[src/rtl/glb_rd_port.sv]
// Read-port adapter between a GLB SRAM bank with fixed read latency and a
// streaming consumer; credit-counted so that no returned word is ever dropped.
module glb_rd_port #(
    parameter int SRAM_WIDTH = 256,
    parameter int ADDR_WIDTH = 16,
    parameter int RD_LAT     = 1,
    parameter int OUT_DEPTH  = 4,
    parameter int CNT_WIDTH  = 3
) (
    input  logic                  clk,
    input  logic                  rst_n,
    input  logic                  Clr,
    input  logic [ADDR_WIDTH-1:0] RdAddr,
    input  logic                  RdAddrVld,
    output logic                  RdAddrRdy,
    output logic [SRAM_WIDTH-1:0] RdDat,
    output logic                  RdDatVld,
    input  logic                  RdDatRdy,
    output logic                  SRAM_Ce,
    output logic [ADDR_WIDTH-1:0] SRAM_Addr,
    input  logic [SRAM_WIDTH-1:0] SRAM_RdDat,
    output logic [CNT_WIDTH-1:0]  Count
);

    localparam int PTR_W = (OUT_DEPTH > 1) ? $clog2(OUT_DEPTH) : 1;
    localparam logic [CNT_WIDTH-1:0] DEPTH_C  = CNT_WIDTH'(OUT_DEPTH);
    localparam logic [PTR_W-1:0]     LAST_PTR = PTR_W'(OUT_DEPTH - 1);

    logic [CNT_WIDTH-1:0]  r_count;
    logic [CNT_WIDTH-1:0]  r_occ;
    logic [PTR_W-1:0]      r_wptr;
    logic [PTR_W-1:0]      r_rptr;
    logic [RD_LAT-1:0]     r_vpipe;
    logic [SRAM_WIDTH-1:0] r_mem [OUT_DEPTH];

    logic w_empty;
    logic w_addrRdy;
    logic w_ce;
    logic w_push;
    logic w_pop;

    // Pointers wrap explicitly so OUT_DEPTH need not be a power of two.
    function automatic logic [PTR_W-1:0] nextPtr(input logic [PTR_W-1:0] p);
        return (p == LAST_PTR) ? '0 : p + PTR_W'(1);
    endfunction

    assign w_empty   = (r_occ == '0);
    assign w_addrRdy = !Clr && (r_count < DEPTH_C);
    assign w_ce      = RdAddrVld && w_addrRdy;
    assign w_push    = r_vpipe[RD_LAT-1] && !Clr;
    assign w_pop     = RdDatVld && RdDatRdy;

    assign RdAddrRdy = w_addrRdy;
    assign SRAM_Ce   = w_ce;
    assign SRAM_Addr = RdAddr;
    assign RdDatVld  = !w_empty && !Clr;
    assign RdDat     = w_empty ? '0 : r_mem[r_rptr];
    assign Count     = r_count;

    always_ff @(posedge clk or negedge rst_n) begin
        if (!rst_n) begin
            r_vpipe <= '0;
        end else if (Clr) begin
            r_vpipe <= '0;
        end else begin
            r_vpipe[0] <= w_ce;
            for (int i = 1; i < RD_LAT; i++) begin
                r_vpipe[i] <= r_vpipe[i-1];
            end
        end
    end

    // Credits cover words in flight as well as words parked in the FIFO.
    always_ff @(posedge clk or negedge rst_n) begin
        if (!rst_n) begin
            r_count <= '0;
        end else if (Clr) begin
            r_count <= '0;
        end else if (w_ce && !w_pop) begin
            r_count <= r_count + CNT_WIDTH'(1);
        end else if (!w_ce && w_pop) begin
            r_count <= r_count - CNT_WIDTH'(1);
        end
    end

    always_ff @(posedge clk or negedge rst_n) begin
        if (!rst_n) begin
            r_occ  <= '0;
            r_wptr <= '0;
            r_rptr <= '0;
        end else if (Clr) begin
            r_occ  <= '0;
            r_wptr <= '0;
            r_rptr <= '0;
        end else begin
            if (w_push) begin
                r_wptr <= nextPtr(r_wptr);
            end
            if (w_pop) begin
                r_rptr <= nextPtr(r_rptr);
            end
            if (w_push && !w_pop) begin
                r_occ <= r_occ + CNT_WIDTH'(1);
            end else if (!w_push && w_pop) begin
                r_occ <= r_occ - CNT_WIDTH'(1);
            end
        end
    end

    always_ff @(posedge clk) begin
        if (w_push) begin
            r_mem[r_wptr] <= SRAM_RdDat;
        end
    end

    a_noWriteWhenFull: assert property (@(posedge clk) disable iff (!rst_n)
        !(w_push && !w_pop && (r_occ == DEPTH_C)));
    a_noPopWhenEmpty: assert property (@(posedge clk) disable iff (!rst_n)
        !(w_pop && w_empty));
    a_creditBalance: assert property (@(posedge clk) disable iff (!rst_n)
        (int'(r_count) == int'(r_occ) + $countones(r_vpipe)));

endmodule

[config.mk]
export PLATFORM = sky130hd
export DESIGN_NAME = glb_rd_port
export DESIGN_NICKNAME = d
export VERILOG_FILES = /design/src/rtl/glb_rd_port.sv
export SDC_FILE = /design/constraint.sdc
export NUM_CORES = 1
export LEC_CHECK = 0
export ABC_AREA = 1
export CAP_MARGIN = 20
export CORE_MARGIN = 2
export CORE_UTILIZATION = 45
export CTS_CLUSTER_DIAMETER = 120
export CTS_CLUSTER_SIZE = 20
export DETAILED_ROUTE_END_ITERATION = 12
export PLACE_DENSITY = 0.68
export SYNTH_ARGS = -nofsm -noshare
export SYNTH_HDL_FRONTEND = slang
export SYNTH_SLANG_ARGS = --single-unit
[constraint.sdc]
create_clock -name clk -period 14.8 [get_ports clk]
set_clock_uncertainty 0.1 [all_clocks]
set_input_delay 2.96 -clock clk [delete_from_list [all_inputs] [get_ports clk]]
set_output_delay 2.96 -clock clk [all_outputs]
set_load 0.01 [all_outputs]
* Yosys cells after proc, flatten, opt, wreduce, memory -nomap -nowiden
Memories as Yosys holds them, arrays and structs flattened.
Cells that the tools add are included.
** Storage, ports and cells
- Register bits :: 11
- Bits in writable memories :: 1024
- Output and inout port bits :: 278
- Memories kept :: 1
** Cells by class
- $add $sub $neg :: 6
- $lt $le $gt $ge :: 1
- Equality and inequality tests :: 2
- Mux-type cells :: 16
- Reductions and logical operators :: 19
** Memories
- r_mem :: words 4, bits a word 256, rd ports 1, clocked after memory_dff 0, wr ports 1, RTL line 34 : logic [SRAM_WIDTH-1:0] r_mem [OUT_DEPTH];
** Operators by type and width (number)
- 256-bit two-way mux :: 1
- 3-bit two-way mux :: 6
- 2-bit two-way mux :: 6
- 1-bit logical AND :: 9
- 3-bit by 1-bit adder with 3-bit output (second input constant) :: 2
- 3-bit nonzero test :: 2
- 3-bit by 1-bit subtractor with 3-bit output (second input constant) :: 2
- 1-bit zero test :: 5
- 2-bit by 1-bit adder with 2-bit output (second input constant) :: 2
- 2-bit == test (second input constant) :: 2
- 2-bit nonzero test :: 2
- 3-bit zero test :: 1
- 3-bit less-than comparator (second input constant) :: 1
- 1-bit two-way mux :: 3

* Longest topological paths before layout
Gate-level depths: netlist of the first run.
- Depth after elaboration :: 8
- Mapped depth :: 10
- Gate-level depth less buffers :: 10

* Least setup slack after synthesis of the first run
No wires, ideal clock.
- Path type :: input to register
- Start point :: input port Clr
- End point :: memory r_mem[0][0], enable pin
- Setup time :: 0.877 ns
- Arrival time :: 14.022 ns
- Required time :: 13.823 ns
- Path slack :: -0.199 ns
- Cell stages on the path :: 4
- Path buffers :: 1
- Path through :: buf_2 > nor2_1 > inv_1 > nor2_1
** Between the ends
- Longest elaborated chain between the ends :: 4
** Ends and longest elaborated chain
- start, declared :: RTL line 12 : input logic Clr,
- 1-bit zero test :: RTL line 50 : assign w_push = r_vpipe[RD_LAT-1] && !Clr;
- 1-bit logical AND :: RTL line 50
- 1-bit two-way mux :: RTL line 111 : if (w_push) begin
- 1-bit two-way mux (implied by the code) :: RTL line 112 : r_mem[r_wptr] <= SRAM_RdDat;
- end, declared :: RTL line 34
No other way between the ends.

* Worst setup path in the final report of the first run
- Start point :: register r_rptr[0]
- End point :: output port RdDat[165]
** Between the ends
- Longest elaborated chain between the ends :: 2
** Ends and longest elaborated chain
- start, declared :: RTL line 32 : logic [PTR_W-1:0] r_rptr;
- start signal, assigned :: RTL line 100 : r_rptr <= nextPtr(r_rptr);
- memory read 4 x 256 bit
- 256-bit two-way mux :: RTL line 57 : assign RdDat = w_empty ? '0 : r_mem[r_rptr];
- end, declared :: RTL line 16 : output logic [SRAM_WIDTH-1:0] RdDat,
No other way between the ends.

==> results of run 1 <==
==> kinds of logic after synthesis <==
group / after synthesis / share of synthesized area
compound gates: 778 / 0.0966
xor+xnor: 2 / 0.000434
fa+ha+maj: 7 / 0.00254
buf+inv: 237 / 0.0319
flops: 1035 / 0.769
simple gates: 1063 / 0.0996
==> report_power, final <==
group / internal (W) / total [W] / switching (W)
Clock: 0.000694 / 0.00154 / 0.000844
Sequential: 0.00329 / 0.00333 / 0.0000442
Combinational: 0.00110 / 0.00269 / 0.00159
==> cell type report <==
class | count | area (µm²) | share of cell area
repair buffers | 551 | 5490 | 0.115
multi-input cells | 1850 | 8070 | 0.169
flip-flops and latches | 1035 | 31000 | 0.651
inverters | 22 | 114 | 0.00239
clock buffers | 69 | 1470 | 0.0309
well taps | 1165 | 1460 | 0.0306
clock inverters | 1 | 7.51 | 0.000157
diodes | 14 | 35.0 | 0.000735
==> how the worst min path moves through the flow <==
| stage | from | end | slack [ns] | depth (start not counted) |
|---|---|---|---|---|
| after global routing | Count[2] | Count[2] | 0.51 | 2 |
| final | Count[2] | Count[2] | 0.48 | 2 |
| after detailed placement | Count[2] | Count[2] | 0.46 | 2 |
| after floorplan | r_occ[1] | r_occ[1] | 0.42 | 2 |
| after CTS | Count[2] | Count[2] | 0.48 | 2 |
| after global placement | r_occ[1] | r_occ[1] | 0.44 | 2 |
==> through the flow <==
stage	setup TNS, ns	util	hold WS (ns)	setup slack, ns
after floorplan	-204.16	-	0.416	-0.199
after detailed placement	0	0.521	0.461	7.27
after global routing	0	0.538	0.510	6.37
after CTS	0	0.537	0.484	6.76
after global placement	0	0.521	0.439	7.30
final	0	0.538	0.481	6.77
==> worst max-delay path: stages (launching register included) <==
cell                              delay, ns
sky130_fd_sc_hd__dfrtp_4               0.90
sky130_fd_sc_hd__buf_4                 0.71
sky130_fd_sc_hd__buf_4                 0.80
sky130_fd_sc_hd__buf_4                 0.64
sky130_fd_sc_hd__nor2_1                0.11
sky130_fd_sc_hd__nor2_1                0.10
sky130_fd_sc_hd__o21ai_1               0.08
sky130_fd_sc_hd__a21oi_1               0.24
sky130_fd_sc_hd__clkdlybuf4s50_1       0.58
==> synthesized netlist by cell type, drive strengths merged <==
cell,count,area [µm²]
ha,5,62.6
xor2,1,8.76
nand4,3,18.8
fa,2,40.0
dfrtp,11,275
nor2,1036,3890
nand3,6,35.0
nand2,17,66.3
inv,22,85.1
o21ai,519,2600
xnor2,1,8.76
clkbuf,63,293
nand3b,1,7.51
edfxtp,1024,30700
a21oi,259,1300
buf,152,910
==> metal layers <==
layer / wire, µm / vias up / part of all wire / GRT usage
met5: 292 / - / 0.0032 / 0
met4: 2320 / 40 / 0.025 / 0.0552
met3: 7970 / 162 / 0.086 / 0.0630
met2: 45100 / 640 / 0.49 / 0.320
met1: 36600 / 11800 / 0.40 / 0.242
li1: - / 11800 / - / -
==> cell usage in the layout (no fill, tap or decap), types with 14 or more instances in the layout <==
cell	netlist	routed
sky130_fd_sc_hd__a21oi_1	258	258
sky130_fd_sc_hd__nor2_1	1035	1031
sky130_fd_sc_hd__edfxtp_1	1024	1024
sky130_fd_sc_hd__o21ai_0	114	114
sky130_fd_sc_hd__clkdlybuf4s50_1	0	522
sky130_fd_sc_hd__inv_1	17	17
sky130_fd_sc_hd__diode_2	0	14
sky130_fd_sc_hd__nand2_1	16	16
sky130_fd_sc_hd__buf_4	53	25
sky130_fd_sc_hd__o21ai_1	405	405
sky130_fd_sc_hd__clkbuf_16	0	57
==> registers in the layout (all words and copies together) (netlist names) <==
name	flops
r_mem	1024
Count	3
r_occ	3
r_rptr	2
r_wptr	2
r_vpipe	1
==> results by stage, run 1 <==
Critical path:
- Along the worst path, the maximum fanout reaches 81.
- The worst register-to-register path ends at r_mem[0][162].
- STA puts the critical path data required time at 11.74 ns.
- The startpoint of the most critical register-to-register path is r_vpipe.
- The critical path ends at RdDat[165].
- The startpoint kind of the worst setup timing path is a flip-flop.
- The launch point of the worst path is r_rptr[0].
- The type of destination of the critical path is an output pin.
- The flop-to-flop setup slack is 10.82 ns.
- The critical setup path kind is reg2out.
- Measured in cells, the most critical reg-to-reg path has a length of 6.
- The data arrival time of the critical path is 4.97 ns.

STA:
- The count of final max-slew check failures is 0.
- After layout, the minimum clock period comes to 8.03 ns.
- The count of endpoints failing hold in the final timing report is 0.
- Measured against its own limit, the worst slew margin works out to 0.235.
- Static timing analysis puts the maximum clock frequency at 0.124 GHz.
- For the pin with the worst max-slew slack, the measured transition is 1.15 ns.
- The final clock period utilization by the worst path is 0.543.
- Setup repair after global routing left no endpoint under its margin.
- The total setup violations reported at the end of the flow is 0.

Final layout:
- The number of filler cells placed in the layout is 7,230.
- The final net count is 3,801.
- Of the cells placed in the final design, the portion with a size suffix greater than 1 is 0.0289.
- The finished cells cover 0.0477 mm².
- The number of non-filler instances in the completed layout is 4,707.
- Compared with the post-synthesis result, the final layout area differs by 18.2%.

Die:
- The total die area is 0.0921 mm².
- The die is 303 µm tall.
- The effective utilization at floorplan is 0.455.
- The horizontal extent of the die is 303 µm.
- The number of cell rows is 109.
- The placeable core area is 0.0886 mm².
- 555 I/O pins were placed.

Routing:
- For this run, design rule violations remaining after detail routing come to 0.
- The final layout contains routed wiring with a total length of 92.3 mm.
- The detail route stage leaves a number of antenna-violating nets equal to 0.
- Using the TritonRoute via totals, the vias-per-cell ratio works out to 5.20.
- The overall via count from detail_route is 24,500.
- The number of DRC markers in iteration 0 is 1,626.
- The routed length per instance is 19.6 µm.
- The first-pass iteration count of the detailed router is 5.

Status:
- The run finished with clean final reports.

Global route:
- The initial antenna violation count is 33.
- For this run the aggregate overflow at the end of global routing stands at 0.
- The first global-routing pass estimated 137 mm of wire.
- The pin count of the biggest net entering global routing is 248.
- The total global routing track utilization is 0.193.
- The via count of the first global-routing pass is 23,200.

Synth:
- For this run, the register share of the synthesized area comes to 0.769.
- In the synthesized netlist, the number of instances is 3,122.
- The number of nets produced by synthesis is 3,406.
- After synthesis the netlist holds a flip-flop and latch count of 1,035.
- The mapped netlist covers 0.0403 mm².
- The number of synthesis warnings is 0.
- The average cell area after synthesis is 12.9 µm².
- The netlist uses 28 different library cells.

Placement:
- At the end of routability-driven placement, the weighted congestion stood at 0.788.
- In this run the tool buffered the top-level ports with 522 buffer cells.
- The placed wire-length estimate is 51.0 mm.
- Summing all placed instances gives a cell area of 0.0462 mm².
- Including well taps, the total number of placed cells is 4,623.

Power and ir drop:
- Summed over all cells, the static leakage comes to 15.4 nW.
- The worst-case IR drop observed on VDD is 0.135 mV.
- For this design the ratio of total power to cell area is 158 mW/mm².
- Total power for the finished layout comes to 0.00756 W.

CTS:
- The TritonCTS clock tree is yes.
- The clock reaches the later pin of the worst-skew pair after 0.62 ns.
- The cts-stage hold buffer count is 0.
- The deepest clock path buffer count is 3.
- The count of H-tree levels built during CTS is 2.
- The tree built by TritonCTS fans out to 1,035 sinks.
- CTS placed an instance of sky130_fd_sc_hd__clkbuf_16 at the clock tree root.
- The total setup buffers inserted after CTS is 0.
- The number of gates resized after CTS was 0.
- After clock tree synthesis, the clock-pin slew on the worst setup and hold paths is 0.08 ns.
- The number of clock buffers added by TritonCTS is 57.

Job:
- The number of maximum-capacitance constraint violations is 0.

Min path:
- The class of the worst hold path is reg2reg.
Power figures use the tool's default switching activity.
==> run 2, diff against run 1 <==
Settings changed: PLACE_DENSITY 0.68 to 0.7.
Clock period 14.8 ns to 6.4 ns, I/O delays scaled along.
==> run 2 against run 1 <==
Via count grew 1.6%. Clock power increased by 150%. Combinational power increased by 130%. Register-to-register slack worse by 7.0 ns. Routed wire length increased by 1.7%. Clock-buffer cell count is 17 higher. Sequential power rose by 130%. Power rose by 140%. Final cell count rose by 0.57%. Design area is 1.0% higher. Non-clock buffer count increased by 16. Critical endpoint is now RdDat[233]. Highest routed layer unchanged.
==> results by stage, run 2 (synthesis gave the netlist of run 1 again) <==
Min path:
- The startpoint of the tightest hold check path is Count[2].
- The cell depth of the worst min-delay path is 2 (unchanged).
- In this run the worst hold path is classified as reg2reg.
- The path with the worst hold slack has its endpoint at Count[2].

Global route:
- The residual overflow from global routing is 0 (unchanged).
- The wire length of the first global-routing pass is 137 mm (+0.32%).
- The pin count of the biggest net entering global routing came to 235 (-5.2%).
- The via count of the first global-routing pass is 23,400 (+1.1%).
- The total global routing track utilization is 0.194 (+0.00131).
- The initial antenna violation count is 19 (-42%).

Routing:
- The amount of wire on met2 after detailed routing is 46.2 mm (+2.4%).
- The wire length after detailed routing is 93.8 mm (+1.7%).
- The overall via count from detail_route is 24,900 (+1.6%).
- The wire length on met3 is 8.10 mm (+1.6%).
- The number of DRC markers in iteration 0 is 2,034 (+25%).
- The average vias per placed instance is 5.25 (+0.98%).
- The post-detailed-route DRC marker count is 0 (unchanged).
- The first-pass iteration count of the detailed router is 5 (unchanged).
- The wire length the detailed router placed on met1 is 37.2 mm (+1.6%).
- The number of nets still failing antenna checks after routing is 0 (unchanged).
- The top layer reached by signal wires is met5.
- The routed length per instance is 19.8 µm (+1.1%).

Critical path:
- The count of cells along the worst register-to-register path is 5 (-1).
- The flop-to-flop setup slack is 3.83 ns (-6.99 ns).
- The worst setup path is captured at an output pin.
- The highest net fanout along the worst path was 124 (+53%).
- The critical setup path kind is reg2out.
- The data arrival time of the critical path is 3.62 ns (-1.35 ns).
- The launch point of the worst path is r_rptr[1].
- The worst setup path is launched from a flip-flop.
- In this run the critical register-to-register path is captured at r_mem[0][174].
- The data required time at the worst endpoint came to 5.02 ns (-6.72 ns).
- The startpoint of the most critical register-to-register path is r_vpipe.

Final layout:
- The number of non-filler instances in the completed layout is 4,734 (+0.57%).
- The share of the core filled with cells is 0.543 (+0.00552).
- The fraction of final layout cells sized beyond drive strength 1 is 0.0348 (+0.00589).
- The final net count is 3,819 (+0.47%).
- The number of flip-flops under the largest register name is 1,024 (unchanged).
- In the layout the commonest cells are sky130_fd_sc_hd__nor2_1 (1,031), sky130_fd_sc_hd__edfxtp_1 (1,024), sky130_fd_sc_hd__clkdlybuf4s50_1 (522), sky130_fd_sc_hd__o21ai_1 (405), sky130_fd_sc_hd__a21oi_1 (258).
- Counting flops per register, the top entry is r_mem.
- The library cell used most frequently in the layout, excluding fill and tap cells, is sky130_fd_sc_hd__nor2_1.
- Relative to the synthesized area, the layout overhead comes to 19.4%.

STA:
- The final clock period utilization by the worst path is 0.781.
- Subtracting the final worst setup slack from the clock period gives 5.00 ns.
- The final worst setup slack was 1.40 ns (-5.36 ns).
- The timing-limited maximum frequency is 0.200 GHz.
- The sum of negative setup slack is 0 ns (unchanged).
- Setup repair after global routing left no endpoint under its margin.
- The count of final max-slew check failures came to 0 (unchanged).
- The transition time at the pin with the least slew margin came to 0.999 ns (-0.149 ns).
- The count of endpoints failing hold in the final timing report is 0 (unchanged).
- The final hold slack is 0.475 ns (-0.00634 ns).
- The total setup violations reported at the end of the flow is 0 (unchanged).
- The normalized max-slew margin came to 0.334 (+0.0991).

Placement:
- The placer congestion estimate is 0.768 (-2.6%).
- The post-placement worst setup slack was 2.10 ns (-5.17 ns).
- The number of placed instances with taps included is 4,639 (+0.35%).
- The count of buffers inserted at the top-level ports is 522 (unchanged).
- The placed wire-length estimate was 52.9 mm (+3.7%).

CTS:
- The number of gates resized after CTS is 0 (unchanged).
- The cts-stage hold buffer count came to 0 (unchanged).
- The TritonCTS clock tree is yes.
- The number of clock sinks seen by CTS was 1,035 (unchanged).
- The number of buffers created by CTS is 59 (+3.5%).
- The count of H-tree levels built during CTS is 2 (unchanged).
- The deepest clock path buffer count is 3 (unchanged).
- The tree is rooted in a sky130_fd_sc_hd__clkbuf_16.
- The insertion delay to the later sink of the worst-skew pair is 0.63 ns (about the same).
- The clock slew seen by the registers of the worst setup and hold paths came to 0.09 ns (about the same).
- The total setup buffers inserted after CTS is 0 (unchanged).

Power and ir drop:
- The maximum vdd ir drop was 0.398 mV (+200%).
- The power per cell area came to 370 mW/mm² (+130%).
- The leakage power figure is 15.6 nW (+1.5%).

Die:
- The placeable core area came to 0.0886 mm² (unchanged).
- The I/O pin count is 555 (unchanged).
- The number of cell rows is 109 (unchanged).
- The chip height is 303 µm (unchanged).
- The total die area is 0.0921 mm² (unchanged).
- The effective utilization at floorplan is 0.455 (unchanged).
- The horizontal extent of the die is 303 µm (unchanged).

Job:
- The number of maximum-capacitance constraint violations is 0 (unchanged).

Status:
- The flow ran to the end, and the final reports show no timing, DRC or antenna violations.
-- run 2: cell count changes in the layout (fill, tap and decap cells not counted), moves of 4 or more --
cell,before,now
sky130_fd_sc_hd__diode_2,14,6
sky130_fd_sc_hd__clkbuf_16,57,61
sky130_fd_sc_hd__buf_12,4,20
sky130_fd_sc_hd__clkbuf_1,12,25
-- run 2: where the power goes --
group	internal, W	switching [W]
combinational	0.00261	0.00372
sequential	0.00760	0.0000901
clock	0.00176	0.00203
-- run 2: worst max-delay path, cell delays in order, from the launching register on --
cell,delay (ns)
sky130_fd_sc_hd__dfrtp_4,0.67
sky130_fd_sc_hd__inv_8,0.65
sky130_fd_sc_hd__buf_4,0.59
sky130_fd_sc_hd__nor2_1,0.09
sky130_fd_sc_hd__o21ai_0,0.09
sky130_fd_sc_hd__a21oi_1,0.14
sky130_fd_sc_hd__clkdlybuf4s50_1,0.54
-- run 2: worst max path at each step --
stage | to | slack, ns | cells past startpoint
6_report | RdDat[233] | 1.40 | 6
5_1_grt | RdDat[233] | 1.24 | 6
4_1_cts | RdDat[233] | 1.39 | 6
3_5_place_dp | RdDat[233] | 2.10 | 6
3_3_place_gp | RdDat[233] | 2.13 | 6
2_1_floorplan | r_mem[0][0] | -2.61 | 4
-- run 2: layer usage --
metal / vias to the layer above / global-route usage
li1: 11900 / -
met1: 12100 / 0.245
met2: 730 / 0.326
met3: 153 / 0.0577
met4: 26 / 0.0509
met5: - / 0
-- run 2: final cells by class --
cell class                      count  area, µm²
Clock inverter                      3       47.5
Fill cell                        7202      40500
Antenna cell                        6       15.0
Clock buffer                       86       1620
Sequential cell                  1035      31000
Timing Repair Buffer              567       5810
Tap cell                         1165       1460
Multi-Input combinational cell   1850       8070
Inverter                           22        114
-- run 2: through the flow --
stage,cell area (µm²),power (W)
after global routing,48200,0.0187
final,48200,0.0178
after CTS,48200,0.0180
after detailed placement,46500,0.0142
after global placement,46500,0.0141
after floorplan,40400,0.0113
